File: config.mk
export PLATFORM = sky130hd
export DESIGN_NAME = apb_master
export DESIGN_NICKNAME = d
export VERILOG_FILES = /design/src/rtl/apb_pkg.sv /design/src/rtl/apb_wait_timer.sv /design/src/rtl/apb_master.sv
export SDC_FILE = /design/constraint.sdc
export NUM_CORES = 1
export LEC_CHECK = 0
export BUFFER_PORTS_ARGS = -buffer_cell sky130_fd_sc_hd__buf_2
export CORE_MARGIN = 3
export CORE_UTILIZATION = 45
export DETAILED_ROUTE_END_ITERATION = 8
export HOLD_SLACK_MARGIN = 0.08
export MAX_ROUTING_LAYER = met4
export PLACE_DENSITY_LB_ADDON = 0.08
export SLEW_MARGIN = 20
export SYNTH_ARGS = -nofsm -noshare
export SYNTH_HDL_FRONTEND = slang
export SYNTH_SLANG_ARGS = --single-unit
File: constraint.sdc
create_clock -name PCLK -period 3.3 [get_ports PCLK]
set_input_delay 0.66 -clock PCLK [delete_from_list [all_inputs] [get_ports PCLK]]
set_output_delay 0.66 -clock PCLK [all_outputs]
set_load 0.1 [all_outputs]
File: src/rtl/apb_pkg.sv
// Shared APB definitions: transfer state encoding and default bus widths.
// Used by both the requester and the completer side.
package apb_pkg;

  localparam int unsigned ApbAddrWidth = 5;
  localparam int unsigned ApbDataWidth = 32;

  typedef enum logic [1:0] {
    StIdle   = 2'd0,
    StSetup  = 2'd1,
    StAccess = 2'd2
  } apb_state_e;

endpackage

File: src/rtl/apb_wait_timer.sv
// Saturating count of APB wait states with a timeout strobe.
// fire_o pulses in the wait cycle that would exceed the TIMEOUT budget.
module apb_wait_timer #(
  parameter int unsigned TIMEOUT = 16
) (
  input  logic clk_i,
  input  logic rst_i,
  input  logic clear_i,
  input  logic count_en_i,
  output logic fire_o
);

  if (TIMEOUT == 0) begin : g_off
    logic unused_inputs;
    assign unused_inputs = ^{clk_i, rst_i, clear_i, count_en_i};
    assign fire_o        = 1'b0;
  end else begin : g_on
    localparam int unsigned CntW = $clog2(TIMEOUT + 1);
    localparam logic [CntW-1:0] CntMax  = CntW'(TIMEOUT);
    localparam logic [CntW-1:0] CntFire = CntW'(TIMEOUT - 1);

    logic [CntW-1:0] cnt_d, cnt_q;

    always_comb begin
      cnt_d = cnt_q;
      if (clear_i) begin
        cnt_d = '0;
      end else if (count_en_i && (cnt_q != CntMax)) begin
        cnt_d = cnt_q + 1'b1;
      end
    end

    always_ff @(posedge clk_i or posedge rst_i) begin
      if (rst_i) begin
        cnt_q <= '0;
      end else begin
        cnt_q <= cnt_d;
      end
    end

    assign fire_o = count_en_i && (cnt_q == CntFire);
  end

endmodule

File: src/rtl/apb_master.sv
// APB3 requester: valid/ready command in, SETUP/ACCESS transfer out, one registered
// response pulse per command (completion, completer error, or wait-state timeout).
module apb_master
  import apb_pkg::*;
#(
  parameter int unsigned ADDR_WIDTH = ApbAddrWidth,
  parameter int unsigned DATA_WIDTH = ApbDataWidth,
  parameter int unsigned TIMEOUT    = 16
) (
  input  logic                  PCLK,
  input  logic                  PRESET,
  input  logic                  cmd_valid,
  output logic                  cmd_ready,
  input  logic                  cmd_write,
  input  logic [ADDR_WIDTH-1:0] cmd_addr,
  input  logic [DATA_WIDTH-1:0] cmd_wdata,
  output logic                  rsp_valid,
  output logic [DATA_WIDTH-1:0] rsp_rdata,
  output logic                  rsp_slverr,
  output logic                  rsp_timeout,
  output logic [ADDR_WIDTH-1:0] PADDR,
  output logic                  PSEL,
  output logic                  PENABLE,
  output logic                  PWRITE,
  output logic [DATA_WIDTH-1:0] PWDATA,
  input  logic [DATA_WIDTH-1:0] PRDATA,
  input  logic                  PREADY,
  input  logic                  PSLVERR
);

  apb_state_e            state_d, state_q;
  logic [ADDR_WIDTH-1:0] addr_d, addr_q;
  logic                  write_d, write_q;
  logic [DATA_WIDTH-1:0] wdata_d, wdata_q;
  logic                  rsp_valid_d, rsp_valid_q;
  logic [DATA_WIDTH-1:0] rsp_rdata_d, rsp_rdata_q;
  logic                  rsp_slverr_d, rsp_slverr_q;
  logic                  rsp_timeout_d, rsp_timeout_q;

  logic in_access, done, fire, accept;

  assign in_access = (state_q == StAccess);
  assign done      = in_access && PREADY;
  assign cmd_ready = (state_q == StIdle) || (done && !fire);
  assign accept    = cmd_valid && cmd_ready;

  // Every accept leads straight into SETUP, so it doubles as the counter clear.
  apb_wait_timer #(
    .TIMEOUT (TIMEOUT)
  ) u_wait_timer (
    .clk_i      (PCLK),
    .rst_i      (PRESET),
    .clear_i    (accept),
    .count_en_i (in_access && !PREADY),
    .fire_o     (fire)
  );

  always_comb begin
    state_d       = state_q;
    addr_d        = addr_q;
    write_d       = write_q;
    wdata_d       = wdata_q;
    rsp_valid_d   = 1'b0;
    rsp_rdata_d   = rsp_rdata_q;
    rsp_slverr_d  = rsp_slverr_q;
    rsp_timeout_d = rsp_timeout_q;

    if (accept) begin
      addr_d  = cmd_addr;
      write_d = cmd_write;
      wdata_d = cmd_wdata;
    end

    unique case (state_q)
      StIdle: begin
        if (accept) state_d = StSetup;
      end
      StSetup: begin
        state_d = StAccess;
      end
      StAccess: begin
        if (fire) begin
          state_d       = StIdle;
          rsp_valid_d   = 1'b1;
          rsp_rdata_d   = '0;
          rsp_slverr_d  = 1'b1;
          rsp_timeout_d = 1'b1;
        end else if (PREADY) begin
          state_d       = accept ? StSetup : StIdle;
          rsp_valid_d   = 1'b1;
          rsp_rdata_d   = write_q ? '0 : PRDATA;
          rsp_slverr_d  = PSLVERR;
          rsp_timeout_d = 1'b0;
        end
      end
      default: begin
        state_d = StIdle;
      end
    endcase
  end

  always_ff @(posedge PCLK or posedge PRESET) begin
    if (PRESET) begin
      state_q       <= StIdle;
      addr_q        <= '0;
      write_q       <= 1'b0;
      wdata_q       <= '0;
      rsp_valid_q   <= 1'b0;
      rsp_rdata_q   <= '0;
      rsp_slverr_q  <= 1'b0;
      rsp_timeout_q <= 1'b0;
    end else begin
      state_q       <= state_d;
      addr_q        <= addr_d;
      write_q       <= write_d;
      wdata_q       <= wdata_d;
      rsp_valid_q   <= rsp_valid_d;
      rsp_rdata_q   <= rsp_rdata_d;
      rsp_slverr_q  <= rsp_slverr_d;
      rsp_timeout_q <= rsp_timeout_d;
    end
  end

  // Bus strobes decode straight from the state register so reset drops them at once.
  assign PSEL        = (state_q != StIdle);
  assign PENABLE     = in_access;
  assign PADDR       = addr_q;
  assign PWRITE      = write_q;
  assign PWDATA      = wdata_q;
  assign rsp_valid   = rsp_valid_q;
  assign rsp_rdata   = rsp_rdata_q;
  assign rsp_slverr  = rsp_slverr_q;
  assign rsp_timeout = rsp_timeout_q;

endmodule

==> impl_metrics.json <==
{
  "regArea_um2": 2000,
  "crit_path_start_kind": "flip-flop",
  "antenna_found_initial": 0,
  "required_ns": 3.56,
  "rsz0062_at_grt": "false",
  "crit_type": "flip-flop to flip-flop",
  "fp.coreArea_um2": 6460,
  "cts_tree": "yes",
  "worst-r2r-cell-count": 6,
  "multiInputGateArea_um2": 968,
  "first_pass_iters": 4,
  "end_kind": "flip-flop",
  "hpwl_um": 5300,
  "grt_max_degree": 49,
  "hold_violations": 0,
  "cts_resized": 0,
  "die_w_um": 88.2,
  "slew_viol_final": 0,
  "syn_area_um2": 3040,
  "h-tree-depth": 3,
  "cp_common_cell": "ha_1",
  "status": "finished, final reports clean",
  "fmax_mhz": 454,
  "insertion_delay_ns": 0.34,
  "slowest_delay_ns": 0.50,
  "dieArea_um2": 7780,
  "setup_viol": 0,
  "cts_hold_buf": 0,
  "gp_congestion": 0.852,
  "yosysSeqAreaShare_pct": 65.8,
  "tritoncts.num_buffers": 9,
  "critical_path.top_delay_family": "compound AO/OA/AOI/OAI gates",
  "grt_pass1_vias": 2105,
  "wl_per_cell_um": 16.3,
  "reg2reg_from": "u_wait_timer.g_on.cnt_q[0]$_DFFE_PP0P_",
  "synth_seq_cells": 80,
  "drt_iter0_markers": 76,
  "synth.distinct_cells": 25,
  "drc_errors": 0,
  "clock_skew_ns": 0.0128,
  "vias_per_cell": 5.06,
  "ys.warnings.count": 0,
  "hp-class": "input port to async pin",
  "drive_gt1_share_pct": 48.8,
  "avgSynthCellArea_um2": 15.0,
  "grt_overflow": 0,
  "arrival_ns": 2.47,
  "initial_core_util_pct": 47.1,
  "grt_first_pass_wirelength_um": 10700,
  "cts.clk_slew.worst_paths_ns": 0.08,
  "syn2layout_area_growth_pct": 34.3,
  "die_h_um": 88.2,
  "syn_nets": 281,
  "clkSinkCount": 80,
  "tightest_slew_ns": 0.803,
  "fill_cells": 544,
  "finalCriticalPeriod_ns": 2.20,
  "reg2reg_slack_ns": 1.10,
  "postCtsSetupBuffers": 0,
  "min_period_over_period_pct": 66.7,
  "slowest_stage": "o21ai_2",
  "setup_tns_ns": 0,
  "portBuffers": 150,
  "row_count": 29,
  "root_buffer": "clkbuf_8",
  "r2r-end": "rsp_rdata[0]$_DFFE_PP0P_",
  "drv_cap": 0,
  "critPathMaxFanout": 23,
  "synthTopCellsByArea": "dfrtp_1 (66%), mux2_1 (14%), a22o_1 (9.2%)",
  "via_count": 2236,
  "crit_chain": "ha_1 > and3_1 > ha_1 > o21ai_2 > buf_4 > a22o_1",
  "diodes": 0,
  "num_io_pins": 151,
  "clockBufferDepth": 2,
  "ant_nets": 0,
  "routed_wl_um": 7220,
  "nets": 438,
  "grt_use_total_pct": 18.8,
  "synthDominantCellAreaShare_pct": 65.8,
  "netlist_instances": 203,
  "netlist.top_cell.by_area": "dfrtp_1",
  "relSlewSlack_pct": 46.4,
  "critPathBufInv": 1
}
[cell usage in the layout (no fill, tap or decap), types with 2 or more instances in the layout]
cell      netlist  routed
nor2_1          4       2
dfrtp_1        80      80
clkinv_2        0       3
a22o_1         32      32
a21oi_1         3       3
buf_2           6     150
nor2b_2         2       2
mux2i_1         4       4
clkbuf_8        0      10
o21ai_0         6       6
nand2_1         2       2
ha_1            3       3
mux2_1         38      38
buf_4           4       6
inv_1           7       6
[Yosys cell counts]
| master | n |
|---|---|
| a21oi_1 | 3 |
| a22o_1 | 32 |
| and3_1 | 1 |
| buf_2 | 6 |
| buf_4 | 4 |
| dfrtp_1 | 80 |
| ha_1 | 3 |
| inv_1 | 7 |
| mux2_1 | 38 |
| mux2i_1 | 4 |
| nand2_1 | 2 |
| nand2b_1 | 1 |
| nand3_1 | 1 |
| nand3b_1 | 1 |
| nor2_1 | 4 |
| nor2b_2 | 2 |
| nor3b_1 | 1 |
| o21ai_0 | 6 |
| o21ai_1 | 1 |
| o22a_1 | 1 |
| o311ai_0 | 1 |
| o31ai_1 | 1 |
| or2_2 | 1 |
| or3_1 | 1 |
| or3b_1 | 1 |
[worst max path at each step]
stage / end / start / slack (ns) / cells after the start
global placement: PWDATA[11]$_DFFE_PP0N_ / PREADY / 1.07 / 5
detailed placement: PWDATA[11]$_DFFE_PP0N_ / PREADY / 1.03 / 5
finish: rsp_rdata[0]$_DFFE_PP0P_ / u_wait_timer.g_on.cnt_q[0]$_DFFE_PP0P_ / 1.10 / 6
floorplan: PADDR[0]$_DFFE_PP0N_ / PRESET / 0.59 / 1
CTS: rsp_rdata[0]$_DFFE_PP0P_ / u_wait_timer.g_on.cnt_q[0]$_DFFE_PP0P_ / 1.09 / 6
global route: rsp_rdata[5]$_DFFE_PP0P_ / u_wait_timer.g_on.cnt_q[0]$_DFFE_PP0P_ / 0.99 / 6
[registers in the layout, summed over array words and instances (netlist names)]
name	cells
PADDR	5
PWRITE	1
rsp_timeout	1
PWDATA	32
u_wait_timer.g_on.cnt_q	5
rsp_rdata	32
rsp_slverr	1
state_q	2
rsp_valid	1
[kinds of logic after synthesis]
logic type	Yosys count	synth area share [%]
and+or+nand+nor	16	3.08
buffers and inverters	17	2.84
DFF	80	65.8
muxes	42	15.4
adders and majority gates	3	1.23
AOI/OAI and AO/OA	45	11.7
[layer usage]
layer  vias to the layer above  global-route usage (%)  part of all wire (%)
met1                      1094                    24.6                    43
met3                         8                    5.59                   8.8
met2                        83                    27.5                    46
li1                       1051                       -                     -
met5                         -                       -                     0
met4                         0                    7.83                   1.3
[final cells by class]
| class | instances | share of cell area, % |
|---|---|---|
| repair buffers | 156 | 19.5 |
| clock inverters | 5 | 1.38 |
| inverters | 7 | 0.673 |
| multi-input cells | 106 | 23.7 |
| well taps | 77 | 2.36 |
| flip-flops and latches | 80 | 49.0 |
| clock buffers | 11 | 3.46 |
[metrics by stage]
| step | hold WS, ns | cell area [um2] | std cells | util [%] | setup WS [ns] |
|---|---|---|---|---|---|
| after floorplan | 0.488 | 3040 | 203 | - | 0.588 |
| after global placement | 0.463 | 3890 | 426 | 60.2 | 1.07 |
| after detailed placement | 0.469 | 3890 | 426 | 60.2 | 1.03 |
| after CTS | 0.459 | 4090 | 442 | 63.3 | 1.09 |
| after global routing | 0.492 | 4090 | 442 | 63.3 | 0.994 |
| final | 0.444 | 4090 | 442 | 63.3 | 1.10 |
Power is not shown: default switching activity piles up to over one toggle a cycle in this logic, so the estimate is an artifact.
